===== src/rtl/fanin_arbiter_if.sv =====
// Handshake bundle between NUM_IN producers, the fan-in arbiter and a single consumer.
// The slave modport is the arbiter's view; master is the producer/consumer side.
interface fanin_arbiter_if #(
  parameter int unsigned NUM_IN     = 4,
  parameter int unsigned DATA_WIDTH = 16,
  parameter int unsigned SRC_WIDTH  = 2
);
  logic [NUM_IN-1:0]            en;
  logic [NUM_IN-1:0]            in_valid;
  logic [NUM_IN*DATA_WIDTH-1:0] in_data;
  logic [NUM_IN-1:0]            in_ready;
  logic                         out_valid;
  logic [DATA_WIDTH-1:0]        out_data;
  logic [SRC_WIDTH-1:0]         out_src;
  logic                         out_ready;

  modport master (
    output en, in_valid, in_data, out_ready,
    input  in_ready, out_valid, out_data, out_src
  );

  modport slave (
    input  en, in_valid, in_data, out_ready,
    output in_ready, out_valid, out_data, out_src
  );
endinterface


===== src/rtl/fanin_arbiter.sv =====
// Round-robin fan-in of NUM_IN valid/ready producers into a 2-entry {data, src} FIFO.
// in_ready depends only on registered state and producer inputs, never on out_ready.
module fanin_arbiter #(
  parameter int unsigned NUM_IN     = 4,
  parameter int unsigned DATA_WIDTH = 16,
  parameter int unsigned SRC_WIDTH  = 2
) (
  input logic           clk,
  input logic           reset,
  fanin_arbiter_if.slave bus
);

  typedef struct packed {
    logic [DATA_WIDTH-1:0] data;
    logic [SRC_WIDTH-1:0]  src;
  } entry_t;

  entry_t [1:0]         mem_q, mem_d;
  entry_t               hold_q, hold_d;
  entry_t               head;
  logic                 wr_ptr_q, wr_ptr_d;
  logic                 rd_ptr_q, rd_ptr_d;
  logic [1:0]           count_q, count_d;
  logic [SRC_WIDTH-1:0] prio_q, prio_d;

  logic [NUM_IN-1:0]    cand;
  logic [NUM_IN-1:0]    in_ready;
  logic [SRC_WIDTH-1:0] grant;
  logic [SRC_WIDTH-1:0] idx;
  logic                 found;
  logic                 full;
  logic                 push;
  logic                 pop;
  logic                 out_valid;

  // First candidate at or after prio_q, wrapping at NUM_IN.
  always_comb begin
    cand  = bus.en & bus.in_valid;
    found = 1'b0;
    grant = '0;
    idx   = '0;
    for (int unsigned k = 0; k < NUM_IN; k++) begin
      idx = SRC_WIDTH'((32'(prio_q) + k) % NUM_IN);
      if (!found && cand[idx]) begin
        found = 1'b1;
        grant = idx;
      end
    end
  end

  always_comb begin
    full      = (count_q == 2'd2);
    push      = found && !full && !reset;
    in_ready  = '0;
    if (push) begin
      in_ready[grant] = 1'b1;
    end
    head      = mem_q[rd_ptr_q];
    out_valid = (count_q != 2'd0) && !reset;
    pop       = out_valid && bus.out_ready;
  end

  always_comb begin
    mem_d    = mem_q;
    wr_ptr_d = wr_ptr_q;
    rd_ptr_d = rd_ptr_q;
    prio_d   = prio_q;
    hold_d   = out_valid ? head : hold_q;
    count_d  = count_q + {1'b0, push} - {1'b0, pop};
    if (push) begin
      mem_d[wr_ptr_q].data = bus.in_data[grant*DATA_WIDTH +: DATA_WIDTH];
      mem_d[wr_ptr_q].src  = grant;
      wr_ptr_d             = ~wr_ptr_q;
      prio_d               = (32'(grant) == NUM_IN - 1) ? '0 : grant + 1'b1;
    end
    if (pop) begin
      rd_ptr_d = ~rd_ptr_q;
    end
  end

  always_ff @(posedge clk) begin
    if (reset) begin
      mem_q    <= '0;
      hold_q   <= '0;
      wr_ptr_q <= 1'b0;
      rd_ptr_q <= 1'b0;
      count_q  <= 2'd0;
      prio_q   <= '0;
    end else begin
      mem_q    <= mem_d;
      hold_q   <= hold_d;
      wr_ptr_q <= wr_ptr_d;
      rd_ptr_q <= rd_ptr_d;
      count_q  <= count_d;
      prio_q   <= prio_d;
    end
  end

  // When empty, the last presented head is held rather than a stale slot.
  assign bus.in_ready  = in_ready;
  assign bus.out_valid = out_valid;
  assign bus.out_data  = reset ? '0 : (out_valid ? head.data : hold_q.data);
  assign bus.out_src   = reset ? '0 : (out_valid ? head.src : hold_q.src);

endmodule


===== src/flat_wrapper.sv =====
// flat-port wrapper written by rule: the top's interface ports become plain ports
module fanin_arbiter_flat 
#(
  parameter int unsigned NUM_IN     = 4,
  parameter int unsigned DATA_WIDTH = 16,
  parameter int unsigned SRC_WIDTH  = 2
)
  (clk, reset, bus_en, bus_in_valid, bus_in_data, bus_out_ready, bus_in_ready, bus_out_valid, bus_out_data, bus_out_src);
  fanin_arbiter_if #(.NUM_IN(NUM_IN), .DATA_WIDTH(DATA_WIDTH), .SRC_WIDTH(SRC_WIDTH)) bus_i ();
  input logic clk;
  input logic reset;
  input wire logic [$bits(bus_i.en)-1:0] bus_en;
  input wire logic [$bits(bus_i.in_valid)-1:0] bus_in_valid;
  input wire logic [$bits(bus_i.in_data)-1:0] bus_in_data;
  input wire logic [$bits(bus_i.out_ready)-1:0] bus_out_ready;
  output wire logic [$bits(bus_i.in_ready)-1:0] bus_in_ready;
  output wire logic [$bits(bus_i.out_valid)-1:0] bus_out_valid;
  output wire logic [$bits(bus_i.out_data)-1:0] bus_out_data;
  output wire logic [$bits(bus_i.out_src)-1:0] bus_out_src;
  assign bus_i.en = bus_en;
  assign bus_i.in_valid = bus_in_valid;
  assign bus_i.in_data = bus_in_data;
  assign bus_i.out_ready = bus_out_ready;
  assign bus_in_ready = bus_i.in_ready;
  assign bus_out_valid = bus_i.out_valid;
  assign bus_out_data = bus_i.out_data;
  assign bus_out_src = bus_i.out_src;
  fanin_arbiter #(.NUM_IN(NUM_IN), .DATA_WIDTH(DATA_WIDTH), .SRC_WIDTH(SRC_WIDTH)) u_core (.clk(clk), .reset(reset), .bus(bus_i));
endmodule

===== config.mk =====
export PLATFORM = sky130hd
export DESIGN_NAME = fanin_arbiter_flat
export DESIGN_NICKNAME = d
export VERILOG_FILES = /design/src/rtl/fanin_arbiter_if.sv /design/src/rtl/fanin_arbiter.sv /design/src/flat_wrapper.sv
export SDC_FILE = /design/constraint.sdc
export NUM_CORES = 1
export LEC_CHECK = 0
export CAP_MARGIN = 20
export CORE_MARGIN = 2
export CORE_UTILIZATION = 51
export DETAILED_ROUTE_END_ITERATION = 10
export GPL_TIMING_DRIVEN = 0
export PLACE_DENSITY = 0.86
export SYNTH_ARGS = -nofsm -noshare
export SYNTH_HDL_FRONTEND = slang
export SYNTH_SLANG_ARGS = --single-unit

===== constraint.sdc =====
create_clock -name clk -period 3.9 [get_ports clk]
set_input_delay 0.39 -clock clk [delete_from_list [all_inputs] [get_ports clk]]
set_output_delay 0.39 -clock clk [all_outputs]
set_load 0.005 [all_outputs]

==> impl_metrics.env <==
export IMPL_fill_cells=423
export IMPL_antenna_found_initial=0
export IMPL_syn2layout_area_growth_pct=38.81
export IMPL_cts_resized_gates=0
export IMPL_startpoint="bus_in_valid[2]"
export IMPL_setup_violations=0
export IMPL_critical_path_class="in -> out"
export IMPL_syn_inst=343
export IMPL_cp_end_kind="output port"
export IMPL_drive_gt1_frac=0.1077
export IMPL_worstHoldStart="u_core.hold_q[12]"
export IMPL_fmax_ghz=0.3143
export IMPL_worst_clock_skew_ns=0.008329
export IMPL_powerDensity_nw_per_um2=502.2
export IMPL_post_cts_buffers=0
export IMPL_synthArstFlopShare=0
export IMPL_syn_nets=424
export IMPL_grt_pass1_vias=3128
export IMPL_dieHeight_um=83.11
export IMPL_rsz0062_at_grt="false"
export IMPL_antenna_cells=0
export IMPL_die_x_um=83.11
export IMPL_cts_sinks=60
export IMPL_final_cells=530
export IMPL_wl_per_cell_um=17.53
export IMPL_vdd_ir_drop_worst_mv=0.2737
export IMPL_wirelength_um=9293
export IMPL_critical_path_max_fanout=11
export IMPL_syn_avg_cell_area_um2=9.306
export IMPL_cts_tree="done"
export IMPL_cp_data_required_time_ns=3.51
export IMPL_root_buffer="clkbuf_8"
export IMPL_synth_cell_types=47
export IMPL_min_path_type="reg -> reg"
export IMPL_cts_made_buffers=9
export IMPL_leakage_uw=0.001622
export IMPL_slew_limit_headroom=0.3477
export IMPL_synth_ff_type="dfxtp_1"
export IMPL_drtIter0Drc=295
export IMPL_portBuffers=96
export IMPL_arrival_ns=2.79
export IMPL_drc=0
export IMPL_grt_usage=0.2662
export IMPL_regToRegSetupSlack_ns=1.74
export IMPL_grt_first_pass_wirelength_um=14880
export IMPL_dp_hpwl_um=6894
export IMPL_via_per_inst=6.168
export IMPL_startpoint_type="primary input"
export IMPL_tightest_slew_ns=0.9709
export IMPL_placementRows=28
export IMPL_hold_path_endpoint="u_core.hold_q[12]"
export IMPL_r2r_cells=6
export IMPL_ys_ff_latch=60
export IMPL_maxCapViolations=0
export IMPL_synth_area_um2=3192
export IMPL_r2r_end="u_core.mem_q[15]"
export IMPL_layout_nets=531
export IMPL_grt_max_degree=12
export IMPL_r2r_start="u_core.prio_q[1]"
export IMPL_die_area_um2=6907
export IMPL_place_congestion=0.8872
export IMPL_hold_viol=0
export IMPL_status="complete, no violations"
export IMPL_tns_ns=0
export IMPL_min_period_ns=3.181
export IMPL_clkLatencyLatePin_ns=0.34
export IMPL_drv_slew=0
export IMPL_synth_seq_area_share=0.3763
export IMPL_h_tree_depth=3
export IMPL_ant_nets=0
export IMPL_cts_clk_slew_worst_paths_ns=0.07
export IMPL_dpl_cell_count=514
export IMPL_core_area_um2=5991
export IMPL_synth_edf_count=0
export IMPL_holdBufCountCts=0
export IMPL_vias=3269
export IMPL_grt_ovfl_total=0
export IMPL_hold_depth=2
export IMPL_fin_crit_sh=0.8157
export IMPL_first_pass_iters=5
export IMPL_synth_warnings=0
export IMPL_cts_path_max_buffers=2
export IMPL_ios=98
export IMPL_fin_util=0.7396
export IMPL_start_util=0.5328
-- stage by stage --
| step | setup WS [ns] | hold WS (ns) | total power, uW | cell area [um^2] |
|---|---|---|---|---|
| detailed placement | 0.7175 | 0.4336 | 1682 | 4247 |
| finish | 0.7188 | 0.4470 | 2225 | 4431 |
| floorplan | 1.611 | 0.4146 | 1352 | 3192 |
| CTS | 0.7166 | 0.4512 | 2209 | 4431 |
| global route | 0.6097 | 0.4767 | 2337 | 4431 |
| global placement | 0.7422 | 0.4225 | 1651 | 4247 |
-- layout by cell type, fill, tap and decap left out, drive strengths merged, types with 2 or more instances in the layout --
cell type	n
clkdlybuf4s50	96
dfxtp	60
o21ai	54
a21oi	35
a221o	32
nand2	30
clkbuf	22
mux2i	18
nand4	16
mux2	16
nor2	11
buf	11
inv	7
and2	7
ha	6
nand3b	3
clkinv	3
nor2b	2
o2111ai	2
a2111oi	2
xnor2	2
a22oi	2
a21boi	2
nand3	2
-- worst max path at each step --
stage                        endpoint  slack [ns]  depth (start not counted)
floorplan           u_core.count_q[1]        1.61                         11
global placement      bus_in_ready[0]        0.74                          9
detailed placement    bus_in_ready[0]        0.72                          9
CTS                   bus_in_ready[0]        0.72                          9
global route          bus_in_ready[1]        0.61                          9
finish                bus_in_ready[0]        0.72                          9
-- cells by family after synthesis --
family	count (synthesis)	share of synthesized area
buffers and inverters	29	0.04077
muxes	34	0.1211
DFF	60	0.3763
adders and majority gates	6	0.02352
xor gates and xnor gates	3	0.008234
AOI/OAI and AO/OA	135	0.3042
and+or+nand+nor	76	0.1258
-- per-layer routing --
metal | routed length (um) | up-vias | GRT usage
met3 | 780 | 28 | 0.04871
met5 | 0 | - | 0
met2 | 4503 | 181 | 0.4465
met4 | 243 | 0 | 0.1192
met1 | 3766 | 1530 | 0.3325
li1 | - | 1530 | -
-- cells in the mapped netlist (2+ instances only) --
| cell type | count | share of area |
|---|---|---|
| dfxtp_1 | 60 | 0.38 |
| o21ai_0 | 50 | 0.078 |
| a21oi_1 | 35 | 0.055 |
| a221o_1 | 32 | 0.10 |
| nand2_1 | 30 | 0.035 |
| mux2i_1 | 18 | 0.056 |
| nand4_1 | 16 | 0.031 |
| clkbuf_1 | 11 | 0.013 |
| nor2_1 | 9 | 0.011 |
| buf_2 | 8 | 0.013 |
| mux2_4 | 7 | 0.033 |
| and2_1 | 6 | 0.012 |
| ha_1 | 6 | 0.024 |
| inv_1 | 6 | 0.0071 |
| mux2_1 | 6 | 0.021 |
| o21ai_1 | 4 | 0.0063 |
| mux2_2 | 3 | 0.011 |
| nand3b_1 | 3 | 0.0071 |
| a2111oi_4 | 2 | 0.017 |
| nor2b_1 | 2 | 0.0039 |
| o2111ai_2 | 2 | 0.0094 |
| xnor2_1 | 2 | 0.0055 |
-- state kept, by name (all words and copies together) (netlist names) --
register / cells
u_core.mem_q: 36
u_core.wr_ptr_q: 1
u_core.hold_q: 18
u_core.count_q: 2
u_core.prio_q: 2
u_core.rd_ptr_q: 1
-- worst max-delay path: stages --
cell and delay [ns]:
clkdlybuf4s50_1 0.53, nand2_1 0.14, o311a_4 0.45, nor2_8 0.25
buf_6 0.22, inv_2 0.07, ha_1 0.17, and2_1 0.13
clkdlybuf4s50_1 0.44
-- cell type report --
| class | count | area [um^2] | share of cell area |
|---|---|---|---|
| well taps | 75 | 93.84 | 0.02118 |
| inverters | 7 | 26.28 | 0.005931 |
| plain buffers | 22 | 103.9 | 0.02344 |
| clock buffers | 11 | 131.4 | 0.02965 |
| repair buffers | 96 | 960.9 | 0.2169 |
| multi-input cells | 254 | 1861 | 0.4199 |
| flip-flops and latches | 60 | 1201 | 0.2711 |
| clock inverters | 5 | 52.55 | 0.01186 |
-- power by group --
part	switching (uW)	internal, uW	leakage [uW]	total [uW]
logic	466	400	0.00104	866
clock network	247	292	0.0000931	538
registers	72.0	749	0.000490	821
No activity file was read; power rests on OpenSTA's default activity.
